File: config.mk
export PLATFORM = sky130hd
export DESIGN_NAME = reset_sequencer
export DESIGN_NICKNAME = d
export VERILOG_FILES = /design/src/rtl/reset_sequencer.sv
export SDC_FILE = /design/constraint.sdc
export NUM_CORES = 1
export LEC_CHECK = 0
export CORE_UTILIZATION = 51
export CTS_CLUSTER_SIZE = 16
export DETAILED_ROUTE_END_ITERATION = 10
export PLACE_DENSITY = 0.87
export RECOVER_POWER = 50
export SLEW_MARGIN = 20
export SYNTH_ARGS = -nofsm -noshare
export SYNTH_HDL_FRONTEND = slang
export SYNTH_SLANG_ARGS = --single-unit
File: constraint.sdc
create_clock -name CLK_I -period 2.85 [get_ports CLK_I]
set_clock_uncertainty 0.15 [all_clocks]
set_input_delay 0.57 -clock CLK_I [delete_from_list [all_inputs] [get_ports CLK_I]]
set_output_delay 0.57 -clock CLK_I [all_outputs]
set_load 0.01 [all_outputs]
File: src/rtl/reset_sequencer.sv
// reset_sequencer: always-on reset sequencer.
// Releases N_DOM domain resets in a fixed order after power-on. It then
// serves per-domain soft resets over a 4-phase req/ack handshake. It also
// holds the configuration registers that drive the reset generator pins.
// Ports:
//   CLK_I, RST_I        clock and synchronous active-high reset
//   GAP_I               release-to-release spacing minus one
//   GLB_RST_REQ_I       restart of the full release sequence
//   SW_RST_REQ_I/ACK_O  per-domain soft reset handshake
//   DOM_RST_N_O         active-low domain resets
//   SEQ_DONE_O          all domains released
//   CFG_*_I / *_O       generator configuration (TIMER, EN_N_CR, EN_N_CS)
module reset_sequencer #(
    parameter int unsigned N_DOM     = 4,
    parameter int unsigned HOLD_CYC  = 16,
    parameter logic [7:0]  TIMER_DEF = 8'h10
) (
    input  logic             CLK_I,
    input  logic             RST_I,
    input  logic [7:0]       GAP_I,
    input  logic             GLB_RST_REQ_I,
    input  logic [N_DOM-1:0] SW_RST_REQ_I,
    output logic [N_DOM-1:0] SW_RST_ACK_O,
    output logic [N_DOM-1:0] DOM_RST_N_O,
    output logic             SEQ_DONE_O,
    input  logic             CFG_WE_I,
    input  logic [7:0]       CFG_TIMER_I,
    input  logic             CFG_EN_N_CR_I,
    input  logic             CFG_EN_N_CS_I,
    output logic [7:0]       TIMER_O,
    output logic             EN_N_CR_O,
    output logic             EN_N_CS_O
);

    localparam int unsigned IDX_W = (N_DOM > 1) ? $clog2(N_DOM) : 1;
    localparam int unsigned CNT_W = 8;

    localparam logic [CNT_W-1:0] HOLD_LAST = CNT_W'(HOLD_CYC - 1);
    localparam logic [IDX_W-1:0] IDX_LAST  = IDX_W'(N_DOM - 1);

    typedef enum logic [1:0] {
        ST_HOLD,
        ST_GAP,
        ST_RUN,
        ST_SOFT
    } state_e;

    state_e             state_q, state_d;
    logic [CNT_W-1:0]   cnt_q, cnt_d;
    logic [IDX_W-1:0]   idx_q, idx_d;
    logic [N_DOM-1:0]   dom_rst_n_q, dom_rst_n_d;
    logic [N_DOM-1:0]   ack_q, ack_d;
    logic               done_q, done_d;
    logic [7:0]         timer_q, timer_d;
    logic               en_n_cr_q, en_n_cr_d;
    logic               en_n_cs_q, en_n_cs_d;

    logic [N_DOM-1:0]   elig;
    logic               sel_vld;
    logic [IDX_W-1:0]   sel_idx;

    // Lowest-index pending soft request that has not been acknowledged yet
    always_comb begin
        elig    = SW_RST_REQ_I & ~ack_q;
        sel_vld = 1'b0;
        sel_idx = '0;
        for (int i = 0; i < N_DOM; i++) begin
            if (elig[i] && !sel_vld) begin
                sel_vld = 1'b1;
                sel_idx = IDX_W'(i);
            end
        end
    end

    // Next-state and output logic
    always_comb begin
        state_d     = state_q;
        cnt_d       = cnt_q;
        idx_d       = idx_q;
        dom_rst_n_d = dom_rst_n_q;
        done_d      = done_q;
        timer_d     = timer_q;
        en_n_cr_d   = en_n_cr_q;
        en_n_cs_d   = en_n_cs_q;
        // An ACK is kept only while its request is still high
        ack_d       = ack_q & SW_RST_REQ_I;

        if (CFG_WE_I) begin
            timer_d   = CFG_TIMER_I;
            en_n_cr_d = CFG_EN_N_CR_I;
            en_n_cs_d = CFG_EN_N_CS_I;
        end

        unique case (state_q)
            ST_HOLD: begin
                if (cnt_q == HOLD_LAST) begin
                    dom_rst_n_d[0] = 1'b1;
                    if (N_DOM == 1) begin
                        done_d  = 1'b1;
                        state_d = ST_RUN;
                    end else begin
                        idx_d   = IDX_W'(1);
                        cnt_d   = GAP_I;
                        state_d = ST_GAP;
                    end
                end else begin
                    cnt_d = cnt_q + CNT_W'(1);
                end
            end

            ST_GAP: begin
                if (cnt_q == '0) begin
                    dom_rst_n_d[idx_q] = 1'b1;
                    if (idx_q == IDX_LAST) begin
                        done_d  = 1'b1;
                        state_d = ST_RUN;
                    end else begin
                        idx_d = idx_q + IDX_W'(1);
                        cnt_d = GAP_I;
                    end
                end else begin
                    cnt_d = cnt_q - CNT_W'(1);
                end
            end

            ST_RUN: begin
                if (sel_vld) begin
                    dom_rst_n_d[sel_idx] = 1'b0;
                    idx_d   = sel_idx;
                    cnt_d   = '0;
                    state_d = ST_SOFT;
                end
            end

            ST_SOFT: begin
                if (cnt_q == HOLD_LAST) begin
                    dom_rst_n_d[idx_q] = 1'b1;
                    ack_d[idx_q]       = 1'b1;
                    state_d            = ST_RUN;
                end else begin
                    cnt_d = cnt_q + CNT_W'(1);
                end
            end

            default: begin
                state_d = ST_HOLD;
            end
        endcase

        // Global restart overrides sequencing and soft resets, not config
        if (GLB_RST_REQ_I) begin
            dom_rst_n_d = '0;
            ack_d       = '0;
            done_d      = 1'b0;
            cnt_d       = '0;
            idx_d       = '0;
            state_d     = ST_HOLD;
        end
    end

    // State and output registers
    always_ff @(posedge CLK_I) begin
        if (RST_I) begin
            state_q     <= ST_HOLD;
            cnt_q       <= '0;
            idx_q       <= '0;
            dom_rst_n_q <= '0;
            ack_q       <= '0;
            done_q      <= 1'b0;
            timer_q     <= TIMER_DEF;
            en_n_cr_q   <= 1'b0;
            en_n_cs_q   <= 1'b0;
        end else begin
            state_q     <= state_d;
            cnt_q       <= cnt_d;
            idx_q       <= idx_d;
            dom_rst_n_q <= dom_rst_n_d;
            ack_q       <= ack_d;
            done_q      <= done_d;
            timer_q     <= timer_d;
            en_n_cr_q   <= en_n_cr_d;
            en_n_cs_q   <= en_n_cs_d;
        end
    end

    assign DOM_RST_N_O  = dom_rst_n_q;
    assign SW_RST_ACK_O = ack_q;
    assign SEQ_DONE_O   = done_q;
    assign TIMER_O      = timer_q;
    assign EN_N_CR_O    = en_n_cr_q;
    assign EN_N_CS_O    = en_n_cs_q;

endmodule
==> results of run 1 <==
-- flip-flops by register name, summed over array words and instances, names as in the netlist --
| register | count |
|---|---|
| DOM_RST_N_O | 4 |
| EN_N_CR_O | 1 |
| EN_N_CS_O | 1 |
| SEQ_DONE_O | 1 |
| SW_RST_ACK_O | 4 |
| TIMER_O | 8 |
| cnt_q | 8 |
| idx_q | 2 |
| state_q | 2 |
-- cells in the final DEF (no fill, tap or decap), types with 7 or more instances in the layout --
cell type        count
clkdlybuf4s50_1     28
mux2i_1             10
ha_1                11
inv_1               10
a21oi_1             10
a31oi_1              9
nand3_1              7
dlygate4sd3_1       16
nor3_1              14
nor2_1              25
nand2b_1             7
o21ai_0             11
nand2_1             15
dfxtp_1             31
-- synthesized netlist by cell type (all sizes together) (2+ instances only) --
cell type	n
a211o	4
a21boi	3
a21oi	10
a22oi	3
a311oi	6
a31oi	9
and3	2
buf	8
clkbuf	8
dfxtp	31
ha	11
inv	10
mux2i	10
nand2	15
nand2b	7
nand3	7
nand4	2
nor2	26
nor2b	6
nor3	15
nor4	3
o21ai	13
o22ai	2
o311ai	2
or2	3
or3b	2
or4	2
xnor2	3
xor2	4
-- metrics by stage --
stage          util [%]  instances  total power (uW)  cell area (sq um)  setup slack [ns]
2_1_floorplan         -        247               523               2050             0.580
3_3_place_gp       65.8        326               586               2480             0.331
3_5_place_dp       65.8        326               589               2480             0.291
4_1_cts            68.0        334               919               2560             0.505
5_1_grt            68.0        334               951               2560             0.194
6_report           68.0        334               910               2560             0.501
-- kinds of logic (layout without fill, tap and decap cells) --
family | count (synthesis) | in the layout
AND/OR/NAND/NOR | 95 | 95
AO/OA/AOI/OAI | 66 | 66
flip-flops | 31 | 31
buffers and inverters | 26 | 65
adder cells (fa/ha/maj) | 11 | 11
multiplexers | 11 | 11
XOR/XNOR | 7 | 7
-- final cells by class --
cell class	instances	area [sq um]	area share, %
multi-input cells	190	1300	50.8
flip-flops and latches	31	621	24.2
repair buffers	47	463	18.1
clock buffers	7	76.3	2.98
well taps	48	60.1	2.34
inverters	10	37.5	1.46
clock inverters	1	5.00	0.195
-- power groups by stage --
stage | logic [uW] | registers, uW | clock network (uW)
after floorplan | 61.6 | 462 | 0
after global placement | 126 | 460 | 0
after detailed placement | 129 | 460 | 0
after CTS | 130 | 451 | 339
after global routing | 139 | 451 | 360
final | 126 | 450 | 333
-- final timing paths --
path | startpoint | endpoint | depth (start not counted)
worst min-delay path | SEQ_DONE_O | SEQ_DONE_O | 2
worst min register to register | SEQ_DONE_O | SEQ_DONE_O | 2
worst max-delay path | cnt_q[0] | cnt_q[0] | 8
worst max register to register | cnt_q[0] | cnt_q[0] | 8
-- worst reg2reg max path, delay by kind of cell, from the launching register on --
family	cells	cell delay, ns
and+or+nand+nor	3	0.58
buffers and inverters	2	0.34
adders and majority gates	1	0.20
AOI/OAI and AO/OA	2	0.50
DFF	1	0.49
-- layer usage --
metal	routed length, um	vias to the layer above	part of all wire [%]
li1	-	987	-
met1	2280	892	46
met2	2270	68	46
met3	355	7	7.2
met4	48	0	0.97
met5	0	-	0
==> metrics.cfg, run 1 <==
[run_status]
status = finished, final reports clean

[power_and_ir_drop]
p_switching_uw = 226
comb_power_share_pct = 13.9
clkPwrFrac_pct = 36.6
p_leak_uw = 0.000964
ir_worst_vdd_uv = 260
power_density_nw_per_um2 = 355
swShare_pct = 24.8
p_seq_share_pct = 49.5
p_int_uw = 684

[cts]
cts.sinks = 31
htree_num_levels = 2
cts_root_buf = clkbuf_8
clkTransAtPathRegs_ns = 0.07
cts_made_buffers = 5
cts_resized = 0
tritoncts = yes
cts_buffer_depth = 2
cts_hold_buffers = 0
cts_setup_buffers = 0
insertion_delay_ns = 0.28

[finish]
nets = 322
syn_to_final_growth_pct = 24.8
fillers = 319
num_antenna_cells = 0
drive_gt1_share_pct = 6.64

[timing]
hold_violations = 0
period_share_pct = 82.4
clock.fmax_mhz = 426
rsz0062_at_grt = no
fin_hold_ws_ns = 0.333
fin_crit_ns = 2.35
maxSlewHeadroom_pct = 51.5
drv_slew = 0
fin_setup_tns_ns = 0
worst_slew_pin_slew_ns = 0.727
setup_viol = 0

[routing]
first_pass_iters = 4
vias = 1954
dr.first_iter.drc_count = 239
drcViolationCount = 0
drt_wl_total_mm = 4.94
ant_nets = 0
detail_route.wl_per_cell_um = 14.8
viasPerCell = 5.85

[logic_synthesis]
async_flop_share_pct = 0
syn_inst = 247
synth_mux_area_share_pct = 5.42
synth.distinct_cells = 58
synthAdderAreaFrac_pct = 6.70
synth_top_family_by_area = compound AO/OA/AOI/OAI gates
ys_ff_latch = 31
synth_nets = 284
ys_top_cells_by_area = dfxtp_1 30%, ha_1 6.7%, mux2i_1 4.9%
yosys_most_used_dff = dfxtp_1
seq_area_frac_synth_pct = 30.2
synth-simple-area-share_pct = 24.1
synth_area_sq_um = 2050
synth_warnings = 0
synth-xor-area-share_pct = 2.98
yosysTopAreaCellShare_pct = 30.2
syn_area_per_cell_sq_um = 8.32
synth_edf_count = 0
synth_compound_area_share_pct = 24.1
yosys.area.top_type = dfxtp_1

[floorplan]
io_pins = 45
die_x_um = 65.5
die_area_sq_um = 4290
core_area_sq_um = 3770
initial_utilization_pct = 54.5
rows = 22
die_h_um = 65.5

[setup_path]
start_kind = register
critPathRequiredTime_ns = 2.89
path_delay_family = simple AND/OR/NAND/NOR gates
worst-path-max-fanout = 14
reg2reg_slack_ns = 0.50
worstSetupPathType = reg -> reg
cp_slowest_cell = dfxtp_1
worst-path-buf-inv = 2
cpPeakStageDelay_ns = 0.49
worstPathArrival_ns = 2.39
crit_path_end_kind = register
path_cells = inv_1, ha_1, or3b_1, nor3_1, a211oi_1, buf_4, nand2_1, o32ai_1

[place]
place_congestion = 0.851
place_hpwl_mm = 3.63
io_buffer_count = 44

[global_routing]
grt-ovfl-total = 0
gr-usage-met1_pct = 32.4
grtUsageTotal_pct = 24.8
grt_first_pass_wirelength_mm = 8.22
grt_max_degree = 23
first_global_vias = 1784
grt.met3_usage_pct = 6.25
gr-usage-met2_pct = 39.8
top_usage_layer = met2
antenna_found_initial = 0

[hold_path]
hold_path.class = reg -> reg

[job]
maxCapViolCount = 0

No activity file was read; power rests on OpenSTA's default activity.
==> run 2: changes to the inputs <==
--- a/config.mk
+++ b/config.mk
@@ -5,10 +5,10 @@
 export SDC_FILE = /design/constraint.sdc
 export NUM_CORES = 1
 export LEC_CHECK = 0
-export CORE_UTILIZATION = 51
+export CORE_UTILIZATION = 46
 export CTS_CLUSTER_SIZE = 16
 export DETAILED_ROUTE_END_ITERATION = 10
-export PLACE_DENSITY = 0.87
+export PLACE_DENSITY = 0.84
 export RECOVER_POWER = 50
 export SLEW_MARGIN = 20
 export SYNTH_ARGS = -nofsm -noshare
==> constraint.sdc (replaced) <==
create_clock -name CLK_I -period 2.1 [get_ports CLK_I]
set_clock_uncertainty 0.15 [all_clocks]
set_input_delay 0.42 -clock CLK_I [delete_from_list [all_inputs] [get_ports CLK_I]]
set_output_delay 0.42 -clock CLK_I [all_outputs]
set_load 0.01 [all_outputs]
==> run 2 against run 1 <==
Effect of this change: the run now ends with negative setup slack left; via count grew 14%; first-iteration DRC count shrank 40%; wire length grew 25%; clock-buffer cell count decreased by 1; non-clock buffer count up 36; combinational power is 75% higher; power is 60% higher; largest cell class unchanged.
==> metrics.cfg, run 2 (synthesis results as in run 1) <==
[power_and_ir_drop]
comb_power_share_pct = 15.1  ; +1.2 points
p_int_uw = 1110  ; +62%
swShare_pct = 23.9  ; -0.92 points
p_seq_share_pct = 41.8  ; -7.7 points
power_density_nw_per_um2 = 487  ; +37%
p_switching_uw = 348  ; +54%
ir_worst_vdd_uv = 371  ; +43%
clkPwrFrac_pct = 43.1  ; +6.5 points
p_leak_uw = 0.00116  ; +21%

[place]
place_congestion = 0.931  ; +9.3%
io_buffer_count = 44  ; unchanged
dp_cells = 360  ; +10%
place_hpwl_mm = 4.29  ; +18%

[setup_path]
worstSetupPathType = reg -> reg
crit_path_end_kind = register
worstPathArrival_ns = 2.13  ; -0.26 ns
critPathRequiredTime_ns = 2.13  ; -0.76 ns
r2r-start = cnt_q[7]
worst-path-max-fanout = 8  ; -6
critical_path.startpoint = cnt_q[7]
start_kind = register

[hold_path]
hold_path.class = reg -> reg
holdCritStartpoint = SEQ_DONE_O

[cts]
cts_made_buffers = 5  ; unchanged
clkTransAtPathRegs_ns = 0.07  ; about the same
cts.sinks = 31  ; unchanged
cts_buffer_depth = 2  ; unchanged
tritoncts = yes
htree_num_levels = 2  ; unchanged
insertion_delay_ns = 0.29  ; about the same
cts_root_buf = clkbuf_8

[floorplan]
die_h_um = 68.8  ; +5.1%
rows = 23  ; +4.5%
initial_utilization_pct = 49.6  ; -4.9 points
die_area_sq_um = 4740  ; +11%
core_area_sq_um = 4140  ; +9.9%
io_pins = 45  ; unchanged
die_x_um = 68.8  ; +5.1%

[global_routing]
antenna_found_initial = 0  ; unchanged
grt.met3_usage_pct = 5.43  ; -0.82 points
gr-usage-met2_pct = 45.3  ; +5.5 points
grt-ovfl-total = 0  ; unchanged
grtUsageTotal_pct = 26.5  ; +1.6 points
top_usage_layer = met2
grt_first_pass_wirelength_mm = 9.26  ; +13%
first_global_vias = 2052  ; +15%
gr-usage-met1_pct = 31.5  ; -0.90 points
grt_max_degree = 14  ; -39%

[routing]
drt_wl_total_mm = 6.19  ; +25%
detail_route.wl_per_cell_um = 16.6  ; +12%
viasPerCell = 5.98  ; +2.1%
ant_nets = 0  ; unchanged
vias = 2223  ; +14%
dr.first_iter.drc_count = 144  ; -40%
drcViolationCount = 0  ; unchanged
first_pass_iters = 4  ; unchanged

[timing]
setup_viol = 2  ; +2
hold_violations = 0  ; unchanged
fin_ws_ns = -0.00513  ; -0.506 ns
drv_slew = 0  ; unchanged
period_share_pct = 100  ; +18 points
rsz0062_at_grt = yes
maxSlewHeadroom_pct = 61.5  ; +10 points
worst_slew_pin_slew_ns = 0.577  ; -0.150 ns
clock.fmax_mhz = 475  ; +12%
fin_crit_ns = 2.11  ; -0.244 ns

[job]
maxCapViolCount = 0  ; unchanged

[finish]
final_cell_mix = 38 x buf_4, 32 x clkdlybuf4s50_1, 29 x dfxtp_1, 24 x nor2_1, 15 x nand2_1
fin_util_pct = 72.2  ; +4.2 points
fillers = 328  ; +2.8%
stdcell_count = 372  ; +11%
drive_gt1_share_pct = 23.6  ; +17 points
syn_to_final_growth_pct = 45.6
num_antenna_cells = 0  ; unchanged
nets = 358  ; +11%
final_common_cell = buf_4

[run_status]
status = complete, but fails checks
violations = negative setup slack

run 2: critical path, cell delays in order, from the launching register on:
cell	delay, ns
dfxtp_1	0.31
or4_4	0.64
nor2_4	0.25
buf_4	0.18
nand2_1	0.05
o211a_1	0.16
o32ai_2	0.25
run 2: area by class of cell:
type | count | area (sq um) | area share (%)
Clock buffer | 6 | 82.6 | 2.76
Clock inverter | 2 | 35.0 | 1.17
Inverter | 10 | 42.5 | 1.42
Multi-Input combinational cell | 190 | 1420 | 47.3
Sequential cell | 31 | 623 | 20.8
Tap cell | 50 | 62.6 | 2.09
Timing Repair Buffer | 83 | 729 | 24.4
run 2: path summary, 6_finish.rpt:
kind,to,slack (ns),cells past startpoint
worst max-delay path,cnt_q[0],-0.005,6
worst min-delay path,SEQ_DONE_O,0.33,2
worst min register to register,SEQ_DONE_O,0.33,2
worst max register to register,cnt_q[0],-0.005,6
run 2: timing repair:
item	in CTS	in global routing
setup endpoints to repair	11	11
resized for setup	5	19
hold buffers	0	0
pin swaps	1	9
gates cloned	0	0
buffers inserted	3	1
run 2: power groups by stage:
stage | Combinational [uW] | Clock [uW] | Sequential, uW
finish | 220 | 628 | 609
global route | 234 | 654 | 610
CTS | 212 | 627 | 608
detailed placement | 207 | 0 | 622
global placement | 202 | 0 | 621
floorplan | 90.0 | 0 | 627
run 2: metal layers:
layer	part of all wire [%]	vias up	wire (um)
met2	50	87	3100
met5	0	-	0
met4	2.6	0	160
li1	-	1060	-
met1	42	1061	2620
met3	4.9	15	306
run 2: per-stage QoR:
stage	setup WS (ns)	total power [uW]	hold slack, ns	TNS (ns)	instance area, sq um
floorplan	-0.0208	717	0.333	-0.0208	2090
global placement	-0.0873	823	0.301	-0.391	2750
detailed placement	-0.177	829	0.325	-1.15	2750
CTS	0.00417	1450	0.336	0	2900
global route	-0.112	1500	0.367	-0.227	2990
finish	-0.00513	1460	0.333	-0.00517	2990
==> run 3: changes to the inputs <==
--- a/config.mk
+++ b/config.mk
@@ -8,6 +8,7 @@
 export CORE_UTILIZATION = 46
 export CTS_CLUSTER_SIZE = 16
 export DETAILED_ROUTE_END_ITERATION = 10
+export GPL_TIMING_DRIVEN = 0
 export PLACE_DENSITY = 0.84
 export RECOVER_POWER = 50
 export SLEW_MARGIN = 20
==> run 3 against run 2 <==
Effect of this change: the flow still finishes with violations (negative setup slack); wire length is 8.0% lower; hold slack worse by 0.0046 ns; power is 0.14% higher; sequential share of layout area is 0.70 points higher; first-iteration DRC count is 27% lower; maximum frequency is 2.1% lower; clock power is 1% higher; flip-flop and latch count stayed put; combinational power is 4% lower; global-route usage is 1.7 points lower; non-clock buffer count is 13 lower; design area is 2.5% lower; largest power group unchanged.
==> metrics.cfg, run 3 (synthesis results as in run 1) <==
[place]
dpl_cell_area_sq_um = 2590  ; -5.7%
place_congestion = 0.897  ; -3.7%
dp_cells = 341  ; -5.3%
io_buffer_count = 44  ; unchanged
dpl_worst_slack_ns = -0.405  ; -0.229 ns
place_hpwl_mm = 3.86  ; -9.9%

[setup_path]
critPathRequiredTime_ns = 2.19  ; +0.06 ns
worstPathArrival_ns = 2.24  ; +0.11 ns
worst-path-max-fanout = 8  ; unchanged
crit_path_end_kind = register
worstSetupPathType = reg -> reg
reg2reg_depth = 7  ; +1
start_kind = register

[routing]
dr.first_iter.drc_count = 105  ; -27%
drt_wl_total_mm = 5.70  ; -8.0%
ant_nets = 0  ; unchanged
first_pass_iters = 4  ; unchanged
viasPerCell = 5.91  ; -1.1%
drcViolationCount = 0  ; unchanged
detail_route.wl_per_cell_um = 15.9  ; -4.6%
vias = 2122  ; -4.5%

[cts]
htree_num_levels = 2  ; unchanged
clkTransAtPathRegs_ns = 0.08  ; about the same
cts.sinks = 31  ; unchanged
insertion_delay_ns = 0.30  ; about the same
cts_made_buffers = 5  ; unchanged
cts_hold_buffers = 0  ; unchanged
cts_buffer_depth = 2  ; unchanged
tritoncts = yes
cts_root_buf = clkbuf_8

[floorplan]
die_h_um = 68.8  ; unchanged
io_pins = 45  ; unchanged
core_area_sq_um = 4140  ; unchanged
die_x_um = 68.8  ; unchanged
rows = 23  ; unchanged
initial_utilization_pct = 49.6  ; unchanged
die_area_sq_um = 4740  ; unchanged

[power_and_ir_drop]
p_total_uw = 1460  ; +0.14%
power_density_nw_per_um2 = 500  ; +2.7%
p_leak_uw = 0.00107  ; -8.2%
ir_worst_vdd_uv = 398  ; +7.2%

[global_routing]
first_global_vias = 1925  ; -6.2%
grt_max_degree = 11  ; -3
grt-ovfl-total = 0  ; unchanged
grt_first_pass_wirelength_mm = 8.60  ; -7.1%
grtUsageTotal_pct = 24.8  ; -1.7 points
antenna_found_initial = 0  ; unchanged

[hold_path]
holdPathStages = 2  ; unchanged
hold_path.class = reg -> reg

[finish]
nets = 345  ; -3.6%
final_cell_mix = 43 x clkdlybuf4s50_1, 27 x dfxtp_1, 23 x nor2_1, 15 x nand2_1, 13 x buf_4
design_area_sq_um = 2920  ; -2.5%
fillers = 315  ; -4.0%
stdcell_count = 359  ; -3.5%
num_antenna_cells = 0  ; unchanged
drive_gt1_share_pct = 21.4  ; -2.2 points
syn_to_final_growth_pct = 42.0
final_common_cell = clkdlybuf4s50_1

[timing]
setup_viol = 6  ; +4
rsz0062_at_grt = yes
fin_hold_ws_ns = 0.329  ; -0.00456 ns
fin_ws_ns = -0.0505  ; -0.0454 ns
clock.fmax_mhz = 465  ; -2.1%
hold_violations = 0  ; unchanged
period_share_pct = 102  ; +2.2 points
worst_slew_pin_slew_ns = 0.683  ; +0.106 ns
maxSlewHeadroom_pct = 54.5  ; -7.0 points
fin_crit_ns = 2.15  ; +0.0454 ns
drv_slew = 0  ; unchanged

[run_status]
status = complete, but fails checks
violations = negative setup slack

[job]
maxCapViolCount = 0  ; unchanged

run 3: worst paths after layout:
check	startpoint	to	slack [ns]
setup reg to reg	cnt_q[5]	cnt_q[6]	-0.05
setup / recovery	cnt_q[5]	cnt_q[6]	-0.05
hold / removal	SEQ_DONE_O	SEQ_DONE_O	0.33
hold reg to reg	SEQ_DONE_O	SEQ_DONE_O	0.33
run 3: timing repair:
item / 4_1_cts / 5_1_grt
pin swaps: 13 / 16
gates resized for setup: 15 / 23
setup endpoints to repair: 16 / 16
buffers inserted: 7 / 5
run 3: final cells by class:
type | count | area [sq um] | area share, %
clock buffer | 6 | 82.6 | 2.83
sequential | 31 | 628 | 21.5
tap | 50 | 62.6 | 2.15
timing repair buffer | 56 | 531 | 18.2
inverter | 10 | 47.5 | 1.63
multi-input combinational | 190 | 1440 | 49.2
buffer | 14 | 95.1 | 3.26
clock inverter | 2 | 35.0 | 1.20
run 3: routing by layer:
| metal | vias up | wire length (um) | track usage, % |
|---|---|---|---|
| met5 | - | 0 | 0 |
| met4 | 0 | 64 | 12.5 |
| met3 | 9 | 322 | 5.26 |
| met2 | 72 | 2770 | 40.6 |
| met1 | 1010 | 2540 | 30.6 |
| li1 | 1031 | - | - |
run 3: critical path: stages, from the launching register on:
cell      delay (ns)
dfxtp_2         0.32
buf_6           0.12
or4_4           0.60
or2_1           0.27
buf_6           0.14
a311oi_2        0.28
a311oi_1        0.08
o22ai_1         0.15
run 3: where the power goes:
part	internal, uW	leakage, uW	switching (uW)	total [uW]
registers	601	0.000254	8.29	609
logic	119	0.000752	93.2	212
clock network	384	0.0000612	254	637
total	1100	0.00107	355	1460
run 3: stage by stage:
step	setup TNS (ns)	utilization, %
2_1_floorplan	-0.0208	-
3_3_place_gp	-2.72	62.5
3_5_place_dp	-3.06	62.5
4_1_cts	-0.142	67.9
5_1_grt	-1.00	70.4
6_report	-0.139	70.4
